`src/rtl/note_stream_player.sv`:
```
// Song-note streamer: prefetches a window of notes from an external song ROM,
// then shifts one new note in per tempo interval until the terminator reaches the front.
module note_stream_player #(
  parameter int unsigned NOTE_BITS      = 7,
  parameter int unsigned WINDOW         = 5,
  parameter int unsigned ADDR_BITS      = 10,
  parameter int unsigned CHOICE_BITS    = 2,
  parameter int unsigned SONG_STRIDE    = 250,
  parameter int unsigned TICKS_PER_NOTE = 50_000_000,
  parameter int unsigned ROM_LATENCY    = 2,
  parameter logic [NOTE_BITS-1:0] END_NOTE = '1
) (
  input  logic                          clk_in,
  input  logic                          rst_in,
  input  logic                          start,
  input  logic [CHOICE_BITS-1:0]        song_choice,
  input  logic                          pause,
  output logic [ADDR_BITS-1:0]          rom_addr,
  input  logic [NOTE_BITS-1:0]          rom_data,
  output logic [WINDOW*NOTE_BITS-1:0]   notes,
  output logic                          notes_valid,
  output logic                          note_tick,
  output logic                          busy,
  output logic                          done,
  output logic [1:0]                    state_out
);

  localparam int unsigned NOTES_W = WINDOW * NOTE_BITS;
  localparam int unsigned CNT_W   = (TICKS_PER_NOTE > 1) ? $clog2(TICKS_PER_NOTE) : 1;
  localparam int unsigned WAIT_W  = $clog2(ROM_LATENCY + 1);
  localparam int unsigned FILL_W  = $clog2(WINDOW + 1);

  localparam logic [ADDR_BITS-1:0] STRIDE_A  = ADDR_BITS'(SONG_STRIDE);
  localparam logic [CNT_W-1:0]     CNT_LAST  = CNT_W'(TICKS_PER_NOTE - 1);
  localparam logic [WAIT_W-1:0]    WAIT_LAST = WAIT_W'(ROM_LATENCY - 1);
  localparam logic [FILL_W-1:0]    FILL_LAST = FILL_W'(WINDOW - 1);

  localparam logic [1:0] S_IDLE    = 2'd0;
  localparam logic [1:0] S_PREFILL = 2'd1;
  localparam logic [1:0] S_PLAY    = 2'd2;
  localparam logic [1:0] S_DONE    = 2'd3;

  logic [1:0]           state_q, state_d;
  logic [NOTES_W-1:0]   notes_q, notes_d;
  logic [ADDR_BITS-1:0] addr_q, addr_d;
  logic [ADDR_BITS-1:0] limit_q, limit_d;
  logic [CNT_W-1:0]     cnt_q, cnt_d;
  logic [WAIT_W-1:0]    wait_q, wait_d;
  logic [FILL_W-1:0]    fill_q, fill_d;
  logic                 tick_q, tick_d;
  logic                 valid_q, valid_d;
  logic                 busy_q, busy_d;
  logic                 done_q, done_d;

  logic [ADDR_BITS-1:0] base_c;
  logic                 at_limit_c;
  logic [NOTE_BITS-1:0] shift_note_c;
  logic [NOTE_BITS-1:0] msb_note_c;
  logic                 do_shift_c;

  // Song base truncated to the address width, as the ROM map wraps.
  assign base_c       = ADDR_BITS'(STRIDE_A * ADDR_BITS'(song_choice));
  assign at_limit_c   = (addr_q >= limit_q);
  assign shift_note_c = at_limit_c ? END_NOTE : rom_data;
  assign msb_note_c   = notes_q[NOTES_W-1 -: NOTE_BITS];

  always_comb begin
    state_d    = state_q;
    notes_d    = notes_q;
    addr_d     = addr_q;
    limit_d    = limit_q;
    cnt_d      = cnt_q;
    wait_d     = wait_q;
    fill_d     = fill_q;
    tick_d     = 1'b0;
    do_shift_c = 1'b0;

    if (start) begin
      state_d = S_PREFILL;
      notes_d = '0;
      addr_d  = base_c;
      limit_d = base_c + STRIDE_A;
      cnt_d   = '0;
      wait_d  = '0;
      fill_d  = '0;
    end else begin
      case (state_q)
        S_PREFILL: begin
          if (wait_q == WAIT_LAST) begin
            wait_d     = '0;
            do_shift_c = 1'b1;
            fill_d     = fill_q + FILL_W'(1);
            if (fill_q == FILL_LAST) state_d = S_PLAY;
          end else begin
            wait_d = wait_q + WAIT_W'(1);
          end
        end
        S_PLAY: begin
          // Terminator at the front ends playback regardless of pause.
          if (msb_note_c == END_NOTE) begin
            state_d = S_DONE;
          end else if (!pause) begin
            if (cnt_q == CNT_LAST) begin
              cnt_d      = '0;
              do_shift_c = 1'b1;
              tick_d     = 1'b1;
            end else begin
              cnt_d = cnt_q + CNT_W'(1);
            end
          end
        end
        default: ;
      endcase
    end

    if (do_shift_c) begin
      notes_d = {notes_q[NOTES_W-NOTE_BITS-1:0], shift_note_c};
      addr_d  = at_limit_c ? limit_q : addr_q + ADDR_BITS'(1);
    end

    valid_d = (state_d == S_PLAY) || (state_d == S_DONE);
    busy_d  = (state_d == S_PREFILL) || (state_d == S_PLAY);
    done_d  = (state_d == S_DONE);
  end

  always_ff @(posedge clk_in) begin
    if (rst_in) begin
      state_q <= S_IDLE;
      notes_q <= '0;
      addr_q  <= '0;
      limit_q <= '0;
      cnt_q   <= '0;
      wait_q  <= '0;
      fill_q  <= '0;
      tick_q  <= 1'b0;
      valid_q <= 1'b0;
      busy_q  <= 1'b0;
      done_q  <= 1'b0;
    end else begin
      state_q <= state_d;
      notes_q <= notes_d;
      addr_q  <= addr_d;
      limit_q <= limit_d;
      cnt_q   <= cnt_d;
      wait_q  <= wait_d;
      fill_q  <= fill_d;
      tick_q  <= tick_d;
      valid_q <= valid_d;
      busy_q  <= busy_d;
      done_q  <= done_d;
    end
  end

  assign rom_addr    = addr_q;
  assign notes       = notes_q;
  assign notes_valid = valid_q;
  assign note_tick   = tick_q;
  assign busy        = busy_q;
  assign done        = done_q;
  assign state_out   = state_q;

endmodule

```
`config.mk`:
```
export PLATFORM = sky130hd
export DESIGN_NAME = note_stream_player
export DESIGN_NICKNAME = d
export VERILOG_FILES = /design/src/rtl/note_stream_player.sv
export SDC_FILE = /design/constraint.sdc
export NUM_CORES = 1
export LEC_CHECK = 0
export BUFFER_PORTS_ARGS = -buffer_cell sky130_fd_sc_hd__buf_2
export CAP_MARGIN = 20
export CORE_ASPECT_RATIO = 0.5
export CORE_UTILIZATION = 30
export CTS_BUF_LIST = sky130_fd_sc_hd__clkbuf_4 sky130_fd_sc_hd__clkbuf_8 sky130_fd_sc_hd__clkbuf_16
export CTS_CLUSTER_SIZE = 40
export DETAILED_ROUTE_END_ITERATION = 6
export HOLD_SLACK_MARGIN = 0.02
export PLACE_DENSITY_LB_ADDON = 0.3
export SYNTH_ARGS = -nofsm -noshare
export SYNTH_HDL_FRONTEND = slang
export SYNTH_SLANG_ARGS = --single-unit
export TNS_END_PERCENT = 50
```
`constraint.sdc`:
```
create_clock -name clk_in -period 2.1 [get_ports clk_in]
set_clock_uncertainty 0.15 [all_clocks]
set_input_delay 0.315 -clock clk_in [delete_from_list [all_inputs] [get_ports clk_in]]
set_output_delay 0.315 -clock clk_in [all_outputs]
set_load 0.02 [all_outputs]
```
# == Word level (Yosys, flattened, before mapping) ==
# Cells that the tools add are included.
# op_classes
add_sub_neg,5
mul,1
order_cmp,1
eq_ne,9
n_mux,19
n_bitwise,3
n_reduce_logical,7
# ops
operator,count
$mux W35,2
$mux W10,3
$add A26 B1 Y26 const B,1
$eq A26 B26 Y1 const B,1
$mux W26,1
$add A10 B1 Y10 const B,1
$add A10 B8 Y10 const B,1
$ge A10 B10 Y1,1
$mux W2,5
$mul A7 B2 Y9 const A,1
$eq A7 B7 Y1 const B,1
$mux W7,1
$eq A2 B1 Y1 const B,3
$eq A2 B2 Y1 const B,3
$mux W1,5
$pmux W2 S2,1
$add A3 B1 Y3 const B,1
$eq A3 B3 Y1 const B,1
$not A1 Y1,3
$reduce_and A3 Y1,1
$reduce_or A3 Y1,1
$add A2 B1 Y2 const B,1
$logic_or A1 B1 Y1,2
$pmux W1 S2,1
other kinds (3),3
# word_totals
register_bits,92
in_bits,13
out_inout_bits,51
word_cells,56

# == Depth between registers and ports, before layout ==
# Gate-level depths: netlist of run 1.
# depth
ltp_word,7
ltp_mapped,10
ltp_nobuf,10

# == Worst setup path after synthesis of run 1 ==
# No wires, ideal clock.
# synth_path
path_type,register -> register
from,reg addr_q[1] (netlist: rom_addr[1])
to,reg addr_q[4] (netlist: rom_addr[4])
setup_time_ns,0.133
arrival_ns,1.982
slack_ns,-0.165
path_stages_with_launch,10
path_buffers,1
path_cell_list,dfxtp_1 inv_1 ha_1 nand2b_1 a21oi_1 a211oi_1 o221ai_2 buf_2 mux2i_1 o22ai_1
# synth_via
elab_chain_cells,3
word_cells_on_any_way,4
# synth_rtl
item,line_no,text
"start, declared",45,"logic [ADDR_BITS-1:0] addr_q, addr_d;"
"start signal, assigned",142,addr_q <= addr_d;
$add A10 B1 Y10 or $ge A10 B10 Y1 (tied branches),"118, 63",
$mux W10 *,118,addr_d = at_limit_c ? limit_q : addr_q + ADDR_BITS'(1);
$mux W10 *,116,if (do_shift_c) begin
# Every way passes the cells marked *; elsewhere a longest branch is shown, timed or not.
# A chain may end at the register's enable or synchronous reset.

# == Worst setup path in the final report of run 1 ==
# layout_path
from,reg state_q[0] (netlist: state_out[0])
to,reg notes_q[26] (netlist: notes[26])
# layout_via
elab_chain_cells,4
word_cells_on_any_way,6
# layout_rtl
item,line_no,text
"start, declared",43,"logic [1:0] state_q, state_d;"
"start signal, assigned",140,state_q <= state_d;
$eq A2 B2 Y1 or $eq A2 B1 Y1 (tied branches),87,case (state_q)
$pmux W1 S2 *,87,
$mux W1 *,78,if (start) begin
$mux W35 or $reduce_bool A2 Y1 (tied branches),n/a,
"end signal, assigned",141,notes_q <= notes_d;
"end, declared",44,"logic [NOTES_W-1:0] notes_q, notes_d;"
# Marks and branches as above.

==> metrics.cfg, run 1 <==
[routing]
highest_layer = met4
wire_per_inst_um = 14.1
met3_length_um = 512
firstDrtPassIters = 4
route.met2.wl_mm = 5.26
vias_per_cell = 4.81
drc = 0
ant_nets = 0
num_vias = 3806
totalWireLength_mm = 11.2
initialDrtViolationCount = 244
wl_met1_mm = 5.23

[clock_tree]
cts_sinks = 89
cts_buffers = 9
cts_tree = done
cts_root_buf = clkbuf_16
htree_levels = 3
clk_latency_ns = 0.35
hold_buffers = 0
cts.clk_slew.worst_paths_ns = 0.07
cts_buffer_depth = 2

[min_path]
min_path_cells = 3
hp-class = primary input to flop

[global_route]
grt_use_total_pct = 15.5
grt_pass1_vias = 3548
grt_pass1_wl_mm = 17.6
antenna_found_initial = 0
grt_overflow = 0
grt_max_degree = 39

[logic_synthesis]
syn_nets = 508
yosysUniqueCellTypes = 48
avgSynthCellArea_um2 = 8.84
synthCells = 471
yosysSeqAreaShare_pct = 42.8
synth_edf_count = 0
synth_seq_cells = 89
mappedNetlistArea_um2 = 4160
synth_flop_cell = dfxtp_1
synthArstFlopShare_pct = 0
yosysWarnings = 0

[status]
outcome = finished, violations left
violations = setup timing

[timing]
finalHoldViolCount = 0
min_period_ns = 2.11
slew-limit-headroom_pct = 60.9
post-route-period-util_pct = 100
rsz0062_at_grt = true
holdWs_ns = 0.0954
timing.fmax_ghz = 0.475
setup_viol = 1
worstMarginPinSlew_ns = 0.586
setup_slack_ns = -0.00508
slew_viol_final = 0

[cells_and_area]
sequential_cell_area_um2 = 1800
final_cell_mix = nor2_1 (77), dfxtp_1 (77), buf_4 (69)
syn2layout_area_growth_pct = 41.3
multi_input_area_um2 = 2470
final_nets = 639
fillers = 1241
drive_gt1_share_pct = 36.1
diodes = 0

[power]
power_leakage_nw = 2.41
vdd_drop_max_uv = 367
power.density_nw_per_um2 = 628

[critical_path]
crit_start = state_out[0]$_SDFF_PP0_
ff2ff_path_depth = 10
r2r-end = notes[26]$_SDFFE_PP0P_
slowest_stage = dfxtp_2
crit_fanout = 19
crit_path_end = notes[26]$_SDFFE_PP0P_
crit_required_ns = 2.23
slowest_delay_ns = 0.32
worst_setup_path_end_kind = flop
r2r_setup_slack_ns = -0.005
critPathKind = flop to flop
path_cells = inv_2 -> ha_4 -> nor2b_4 -> o211a_1 -> nand4_4 -> a211oi_4 -> buf_4 -> clkbuf_16 -> a22oi_1 -> nor2_1
setup.worst_path.start_class = flop
reg2reg_from = state_out[0]$_SDFF_PP0_
arrival_ns = 2.23

[die]
die_h_um = 85.3
coreArea_um2 = 13100
num_rows = 29
io_pins = 64
die_area_um2 = 14400
fp.dieW_um = 169
start_util_pct = 31.8

[job]
max_cap_viol_count = 0

[placed_design]
io_buffers = 63
routabilityCongestion = 0.860
hpwlAfterDp_mm = 7.63
place_ws_ns = -0.150

## cell families after synthesis
kind of cell,count (synthesis),synth area share [%]
xor+xnor,37,7.79
fa+ha+maj,24,7.22
mux,11,2.65
compound gates,89,14.6
simple gates,177,20.6
buf+inv,44,4.39
flops,89,42.8
## through the flow
step	TNS, ns	utilization, %	power [mW]	instance area, um2	cells
after global routing	-2.84	44.9	3.87	5880	792
after global placement	-0.435	39.3	2.16	5150	761
after CTS	-0.00352	42.1	3.68	5510	781
after detailed placement	-1.02	39.3	2.16	5150	761
after floorplan	0	-	2.02	4180	471
final	-0.00508	44.9	3.69	5880	792
## per-layer routing
metal  global-route usage (%)  vias up
met4                     4.88        0
met2                     25.0       72
met3                     4.20       16
li1                         -     1925
met5                        0        -
met1                     20.1     1793
## cell usage after synthesis (3+ instances only)
| library cell | instances | area share, % |
|---|---|---|
| and3_1 | 3 | 0.45 |
| a21oi_1 | 23 | 2.8 |
| nand3_1 | 15 | 1.8 |
| nor2b_1 | 4 | 0.60 |
| nand4_1 | 14 | 2.1 |
| a211oi_1 | 5 | 0.90 |
| buf_2 | 7 | 0.84 |
| nor2_1 | 77 | 6.9 |
| xnor2_1 | 20 | 4.2 |
| nor4_1 | 8 | 1.2 |
| nand2_1 | 25 | 2.3 |
| nor3_1 | 12 | 1.4 |
| o21ai_0 | 12 | 1.4 |
| dfxtp_1 | 89 | 43 |
| xor2_1 | 17 | 3.6 |
| clkbuf_1 | 10 | 0.90 |
| o211a_1 | 4 | 0.96 |
| and4_1 | 5 | 1.1 |
| nand2b_1 | 4 | 0.60 |
| inv_1 | 20 | 1.8 |
| buf_1 | 3 | 0.27 |
| ha_1 | 24 | 7.2 |
| mux2i_1 | 11 | 2.6 |
| a22oi_1 | 29 | 5.2 |
## critical path, delay by kind of cell, from the launching register on
family / cells / cell delay [ns]
buffers and inverters: 3 / 0.43
DFF: 1 / 0.32
AOI/OAI and AO/OA: 3 / 0.62
and+or+nand+nor: 3 / 0.38
adders and majority gates: 1 / 0.13
## state kept, by name, indices dropped and copies added, names as in the netlist, 2 cells and up
name	cells
wait_q	2
cnt_q	26
rom_addr	10
fill_q	3
notes	35
state_out	2
limit_q	7
## where the power goes
part	switching, mW	leakage, nW	internal [mW]
logic	0.264	1.56	0.218
clock network	0.659	0.126	0.822
registers	0.0168	0.726	1.71
total	0.940	2.41	2.76
## repair_timing
| item | in CTS | in global routing |
|---|---|---|
| gates resized for setup | 9 | 57 |
| cloned | 0 | 4 |
| setup buffers | 5 | 7 |
| pin swaps | 7 | 31 |
| setup endpoints to repair | 45 | 52 |
## worst min-delay path by stage
stage                           startpoint                  endpoint  slack, ns
finish                      song_choice[1]  rom_addr[2]$_SDFFE_PP0P_        0.1
global route                song_choice[1]  rom_addr[2]$_SDFFE_PP0P_       0.10
global placement    wait_q[1]$_SDFFE_PP0P_    wait_q[1]$_SDFFE_PP0P_       0.27
floorplan           wait_q[1]$_SDFFE_PP0P_    wait_q[1]$_SDFFE_PP0P_       0.26
detailed placement  wait_q[1]$_SDFFE_PP0P_    wait_q[1]$_SDFFE_PP0P_       0.28
CTS                         song_choice[1]  rom_addr[2]$_SDFFE_PP0P_       0.09
## layout make-up
| class | count | area share (%) |
|---|---|---|
| Multi-Input combinational cell | 338 | 42.1 |
| Tap cell | 186 | 3.96 |
| Clock inverter | 5 | 0.553 |
| Sequential cell | 89 | 30.6 |
| Inverter | 21 | 1.34 |
| Timing Repair Buffer | 143 | 17.4 |
| Clock buffer | 10 | 4.06 |
(Power assumes the default switching activity.)
==> inputs of run 2 (changes only) <==
--- a/config.mk
+++ b/config.mk
@@ -7,6 +7,8 @@
 export LEC_CHECK = 0
 export BUFFER_PORTS_ARGS = -buffer_cell sky130_fd_sc_hd__buf_2
 export CAP_MARGIN = 20
+export CELL_PAD_IN_SITES_DETAIL_PLACEMENT = 1
+export CELL_PAD_IN_SITES_GLOBAL_PLACEMENT = 2
 export CORE_ASPECT_RATIO = 0.5
 export CORE_UTILIZATION = 30
 export CTS_BUF_LIST = sky130_fd_sc_hd__clkbuf_4 sky130_fd_sc_hd__clkbuf_8 sky130_fd_sc_hd__clkbuf_16
==> run 2 against run 1 <==
The run now ends clean. Cell count up 1.1%. Global-route usage increased by 2.1 points. Worst setup slack better by 0.023 ns. Power up 3.0%. Sequential share of layout area fell by 0.89 points. Die area stayed put. Critical path type unchanged. Highest routed layer unchanged.
==> metrics.cfg, run 2 (synthesized netlist as in run 1, its figures left out) <==
[status]
outcome = completed

[cells_and_area]
layout.cells.most_common = nor2_1
largest_reg_flops = 35
diodes = 0
final_nets = 647
syn2layout_area_growth_pct = 45.7
fillers = 1538
drive_gt1_share_pct = 38.4
final_cells = 801
final_cell_mix = nor2_1 (77), buf_4 (74), dfxtp_1 (73)

[clock_tree]
cts_tree = done
hold_buffers = 0
htree_levels = 3
cts_buffer_depth = 2
cts.clk_slew.worst_paths_ns = 0.07
cts_root_buf = clkbuf_16
cts_buffers = 9
cts_sinks = 89
clk_latency_ns = 0.34

[power]
swShare_pct = 27.2
power_leakage_nw = 2.49
vdd_drop_max_uv = 369
power_frac_comb_pct = 13.2
p_int_mw = 2.77
power.density_nw_per_um2 = 628
p_seq_share_pct = 45.5
p_total_mw = 3.81
clkPwrFrac_pct = 41.3
p_sw_mw = 1.03

[die]
die_h_um = 85.3
num_rows = 29
fp.dieW_um = 169
start_util_pct = 31.8
io_pins = 64
die_area_um2 = 14400
coreArea_um2 = 13100

[placed_design]
hpwlAfterDp_mm = 8.76
io_buffers = 63
place_ws_ns = -0.148
routabilityCongestion = 0.806
dp_cells = 776

[critical_path]
r2r-end = rom_addr[0]$_SDFFE_PP0P_
slowest_stage = or3b_1
setup.worst_path.start_class = flop
crit_buf_inv = 1
r2r_setup_slack_ns = 0.02
path_cells = nor4b_4 -> and4_1 -> nand4_4 -> a211oi_4 -> buf_6 -> or3b_1 -> a21oi_1
crit_required_ns = 2.23
critPathKind = flop to flop
reg2reg_from = cnt_q[9]$_SDFFE_PP0P_
cpLargestDelayFamily = simple AND/OR/NAND/NOR gates
arrival_ns = 2.21
worst_setup_path_end_kind = flop
ff2ff_path_depth = 7
slowest_delay_ns = 0.34
crit_fanout = 5

[routing]
ant_nets = 0
wire_per_inst_um = 15.5
num_vias = 3880
firstDrtPassIters = 4
totalWireLength_mm = 12.4
initialDrtViolationCount = 110
vias_per_cell = 4.84
drc = 0

[timing]
timing.fmax_ghz = 0.480
setup_slack_ns = 0.0176
setup_viol = 0
post-route-period-util_pct = 99.2
rsz0062_at_grt = true
finalHoldViolCount = 0
worstMarginPinSlew_ns = 0.380
slew_viol_final = 0
min_period_ns = 2.08
slew-limit-headroom_pct = 74.4

[min_path]
min_path_cells = 3
hp-class = primary input to flop
hold_path_end = rom_addr[2]$_SDFFE_PP0P_
min_from = song_choice[1]

[global_route]
grt_pass1_vias = 3915
grt_overflow = 0
grt_pass1_wl_mm = 19.9
grt_use_total_pct = 17.6
antenna_found_initial = 0
grt_max_degree = 27

[job]
max_cap_viol_count = 0

[run 2: power groups by stage]
stage / clock, mW / combinational [mW] / sequential [mW]
detailed placement: 0 / 0.426 / 1.77
floorplan: 0 / 0.225 / 1.79
CTS: 1.61 / 0.452 / 1.73
global route: 1.69 / 0.541 / 1.74
global placement: 0 / 0.421 / 1.77
finish: 1.57 / 0.501 / 1.73
[run 2: worst reg2reg max path: cells and delay by family (launching register included)]
kind / cells / cell delay, ns
compound gates: 2 / 0.35
simple gates: 4 / 1.03
flops: 1 / 0.33
buf+inv: 1 / 0.16
[run 2: per-stage QoR]
step | hold slack, ns | TNS [ns] | instance area (um2) | utilization (%)
after floorplan | 0.262 | 0 | 4180 | -
after global placement | 0.271 | -0.568 | 5320 | 40.6
after detailed placement | 0.285 | -1.69 | 5320 | 40.6
after CTS | 0.0852 | 0 | 5730 | 43.8
after global routing | 0.118 | -1.47 | 6060 | 46.3
final | 0.0899 | 0 | 6060 | 46.3
[run 2: routing by layer]
layer  wire (um)  GRT usage [%]
met2        5970           30.1
met4         106           4.05
met5           0              0
met1        6040           22.5
met3         278           4.20
[run 2: timing repair]
action | in CTS | in global routing
pin swaps | 4 | 17
endpoints found under the hold margin | 0 | 0
gates resized for setup | 16 | 61
endpoints found under the setup margin | 37 | 50
buffers inserted | 2 | 6
gates cloned | 1 | 0
[run 2: how the worst max path moves through the flow]
stage               cells past startpoint  slack, ns                       end                      from
finish                                  7       0.02  rom_addr[0]$_SDFFE_PP0P_     cnt_q[9]$_SDFFE_PP0P_
global route                           12       -0.1  rom_addr[2]$_SDFFE_PP0P_   state_out[0]$_SDFF_PP0_
CTS                                     7     0.0007  rom_addr[0]$_SDFFE_PP0P_     cnt_q[7]$_SDFFE_PP0P_
detailed placement                      9      -0.15  rom_addr[7]$_SDFFE_PP0P_   limit_q[7]$_SDFFE_PP0P_
global placement                        9      -0.09  rom_addr[6]$_SDFFE_PP0P_   limit_q[7]$_SDFFE_PP0P_
floorplan                               8       0.02  rom_addr[3]$_SDFFE_PP0P_  rom_addr[1]$_SDFFE_PP0P_
[run 2: cell type report]
cell class | instances | area, um2 | area share (%)
repair buffers | 151 | 1120 | 18.6
flip-flops and latches | 89 | 1800 | 29.7
clock inverters | 7 | 63.8 | 1.05
inverters | 21 | 81.3 | 1.34
clock buffers | 9 | 225 | 3.71
well taps | 186 | 233 | 3.84
multi-input cells | 338 | 2530 | 41.8
==> inputs of run 3 (changes only) <==
--- a/config.mk
+++ b/config.mk
@@ -5,12 +5,13 @@
 export SDC_FILE = /design/constraint.sdc
 export NUM_CORES = 1
 export LEC_CHECK = 0
+export ABC_AREA = 1
 export BUFFER_PORTS_ARGS = -buffer_cell sky130_fd_sc_hd__buf_2
 export CAP_MARGIN = 20
 export CELL_PAD_IN_SITES_DETAIL_PLACEMENT = 1
 export CELL_PAD_IN_SITES_GLOBAL_PLACEMENT = 2
 export CORE_ASPECT_RATIO = 0.5
-export CORE_UTILIZATION = 30
+export CORE_UTILIZATION = 29
 export CTS_BUF_LIST = sky130_fd_sc_hd__clkbuf_4 sky130_fd_sc_hd__clkbuf_8 sky130_fd_sc_hd__clkbuf_16
 export CTS_CLUSTER_SIZE = 40
 export DETAILED_ROUTE_END_ITERATION = 6
==> run 3 against run 2 <==
Non-clock buffer count decreased by 27. Flip-flop and latch count unchanged. Power grew 6.6%. Via count rose by 20%. Count of clock-buffer cells in the layout did not move. Worst setup slack improved by 0.053 ns. Design area rose by 2.2%. Wire length up 18%. Critical endpoint is now rom_addr[3]$_SDFFE_PP0P_. Largest cell class unchanged. Largest power group unchanged.
==> metrics.cfg, run 3 <==
[status]
outcome = completed

[global_route]
grt_use_total_pct = 18.0
grt_max_degree = 37
grt_overflow = 0
grt_pass1_wl_mm = 23.3
grt_pass1_vias = 4701
antenna_found_initial = 0

[die]
start_util_pct = 29.7
fp.dieW_um = 180
num_rows = 32
io_pins = 64
die_area_um2 = 16400
coreArea_um2 = 15500
die_h_um = 91.0

[cells_and_area]
largest_reg_flops = 35
layout.cells.most_common = nand2_1
diodes = 0
syn2layout_area_growth_pct = 34.9
final_cell_mix = nand2_1 (179), dfxtp_1 (81), a21oi_1 (64)
final_nets = 823
drive_gt1_share_pct = 26.2

[routing]
drc = 0
ant_nets = 0
firstDrtPassIters = 4
num_vias = 4652
totalWireLength_mm = 14.6
wire_per_inst_um = 14.7
vias_per_cell = 4.68
initialDrtViolationCount = 203

[power]
power_leakage_nw = 2.59
p_int_mw = 2.91
p_seq_share_pct = 42.8
swShare_pct = 28.3
p_sw_mw = 1.15
vdd_drop_max_uv = 401
power.density_nw_per_um2 = 655
clkPwrFrac_pct = 42.7
power_frac_comb_pct = 14.5
p_total_mw = 4.06

[logic_synthesis]
synthCells = 670
synth_seq_cells = 89
synthTopCellsByArea = dfxtp_1 (39%), nand2_1 (16%), a21oi_1 (7.1%)
synth_flop_cell = dfxtp_1
mappedNetlistArea_um2 = 4590
muxShareOfSynthArea_pct = 0
synth_adder_area_share_pct = 6.54
synth-compound-area-share_pct = 12.5
yosysSeqAreaShare_pct = 38.8
synth.most_common_cell = nand2_1
synth_top_area_share_pct = 38.8
synth_top_family_by_area = simple AND/OR/NAND/NOR gates
synth_area_leader_cell = dfxtp_1
avgSynthCellArea_um2 = 6.85
yosysWarnings = 0
synthArstFlopShare_pct = 0
synth-xor-area-share_pct = 2.48
yosysUniqueCellTypes = 35
ys_top_cells_by_count = nand2_1 (191), dfxtp_1 (89), nor2_1 (72)
yosys.area_share.simple_pct = 31.6
syn_nets = 707
synth_edf_count = 0

[clock_tree]
htree_levels = 3
cts_buffer_depth = 2
cts_tree = done
cts.clk_slew.worst_paths_ns = 0.07
cts_buffers = 9
cts_root_buf = clkbuf_16
clk_latency_ns = 0.36
cts_sinks = 89

[critical_path]
crit_required_ns = 2.20
ff2ff_path_depth = 14
arrival_ns = 2.13
reg2reg_from = limit_q[7]$_SDFFE_PP0P_
setup.worst_path.start_class = flop
worst_setup_path_end_kind = flop
r2r-end = rom_addr[3]$_SDFFE_PP0P_
r2r_setup_slack_ns = 0.07
path_cells = inv_4 -> ha_4 -> nand2_2 -> nor2_2 -> inv_1 -> nor2_2 -> nor2_4 -> nand2_4 -> clkbuf_16 -> nand2_1 -> o21ai_0 -> nor2_1 -> nor2_1 -> nor2_1
crit_fanout = 4
critPathKind = flop to flop
crit_path_frequent_cell = nor2_1
slowest_stage = dfxtp_2
slowest_delay_ns = 0.35

[timing]
finalHoldViolCount = 0
min_period_ns = 2.03
slew_viol_final = 0
timing.fmax_ghz = 0.493
tns_ns = 0
slew-limit-headroom_pct = 67.8
setup_viol = 0
worstMarginPinSlew_ns = 0.483
rsz0062_at_grt = true
post-route-period-util_pct = 96.6

[min_path]
min_from = song_choice[0]
min_path_cells = 2
hold_path_end = limit_q[1]$_SDFFE_PP0P_
hp-class = primary input to flop

[placed_design]
routabilityCongestion = 0.820
io_buffers = 63
hpwlAfterDp_mm = 10.6

[job]
max_cap_viol_count = 0

-- run 3: timing repair --
| item | CTS | global route |
|---|---|---|
| hold buffers | 0 | 0 |
| pin swaps | 1 | 15 |
| endpoints found under the setup margin | 49 | 59 |
| gates cloned | 0 | 4 |
| buffers inserted | 0 | 8 |
| resized for setup | 5 | 76 |
-- run 3: logic make-up (layout without fill, tap and decap cells) --
| logic type | Yosys count | count (layout) |
|---|---|---|
| adders and majority gates | 24 | 24 |
| xor gates and xnor gates | 13 | 13 |
| AOI/OAI and AO/OA | 109 | 109 |
| buffers and inverters | 93 | 214 |
| DFF | 89 | 89 |
| and+or+nand+nor | 342 | 342 |
-- run 3: stage by stage --
stage	worst slack [ns]	utilization [%]	instances	hold slack [ns]	cell area, um2
floorplan	0.0409	-	670	0.258	4590
global placement	-0.0411	35.3	967	0.294	5460
detailed placement	-0.109	35.3	967	0.308	5460
CTS	0.00164	37.4	983	0.0471	5790
global route	-0.0319	40.1	995	0.0700	6190
finish	0.0708	40.1	995	0.0521	6190
-- run 3: power groups by stage --
stage	logic, mW	clock network, mW	registers, mW
2_1_floorplan	0.236	0	1.80
3_3_place_gp	0.444	0	1.77
3_5_place_dp	0.452	0	1.77
4_1_cts	0.457	1.79	1.73
5_1_grt	0.650	1.85	1.74
6_report	0.589	1.73	1.74
-- run 3: area by class of cell --
class,count,area [um2]
inverter,73,290
clock buffer,9,225
tap,204,255
multi-input combinational,488,2670
sequential,89,1790
clock inverter,7,85.1
timing repair inverter,1,7.51
timing repair buffer,124,871
fill,1965,9260
-- run 3: routing by layer --
| layer | wire length, um | vias to the layer above | global-route usage (%) |
|---|---|---|---|
| met1 | 6920 | 2183 | 22.2 |
| met4 | 179 | 0 | 4.89 |
| met3 | 456 | 14 | 4.29 |
| met5 | 0 | - | 0 |
| li1 | - | 2398 | - |
| met2 | 7080 | 57 | 31.6 |
-- run 3: worst max-delay path by stage --
stage,slack [ns],cells after the start,from,to
6_report,0.07,14,limit_q[7]$_SDFFE_PP0P_,rom_addr[3]$_SDFFE_PP0P_
5_1_grt,-0.03,15,limit_q[7]$_SDFFE_PP0P_,rom_addr[8]$_SDFFE_PP0P_
4_1_cts,0.002,13,state_out[0]$_SDFF_PP0_,notes_valid$_SDFF_PP0_
3_5_place_dp,-0.11,12,state_out[0]$_SDFF_PP0_,notes[1]$_SDFFE_PP0P_
3_3_place_gp,-0.04,13,state_out[0]$_SDFF_PP0_,cnt_q[19]$_SDFFE_PP0P_
2_1_floorplan,0.04,12,state_out[1]$_SDFF_PP0_,cnt_q[19]$_SDFFE_PP0P_
-- run 3: worst max-delay path: cells and delay by family, from the launching register on --
kind	cells	cell delay, ns
compound gates	1	0.08
fa+ha+maj	1	0.28
buf+inv	3	0.30
flops	1	0.35
simple gates	9	0.77
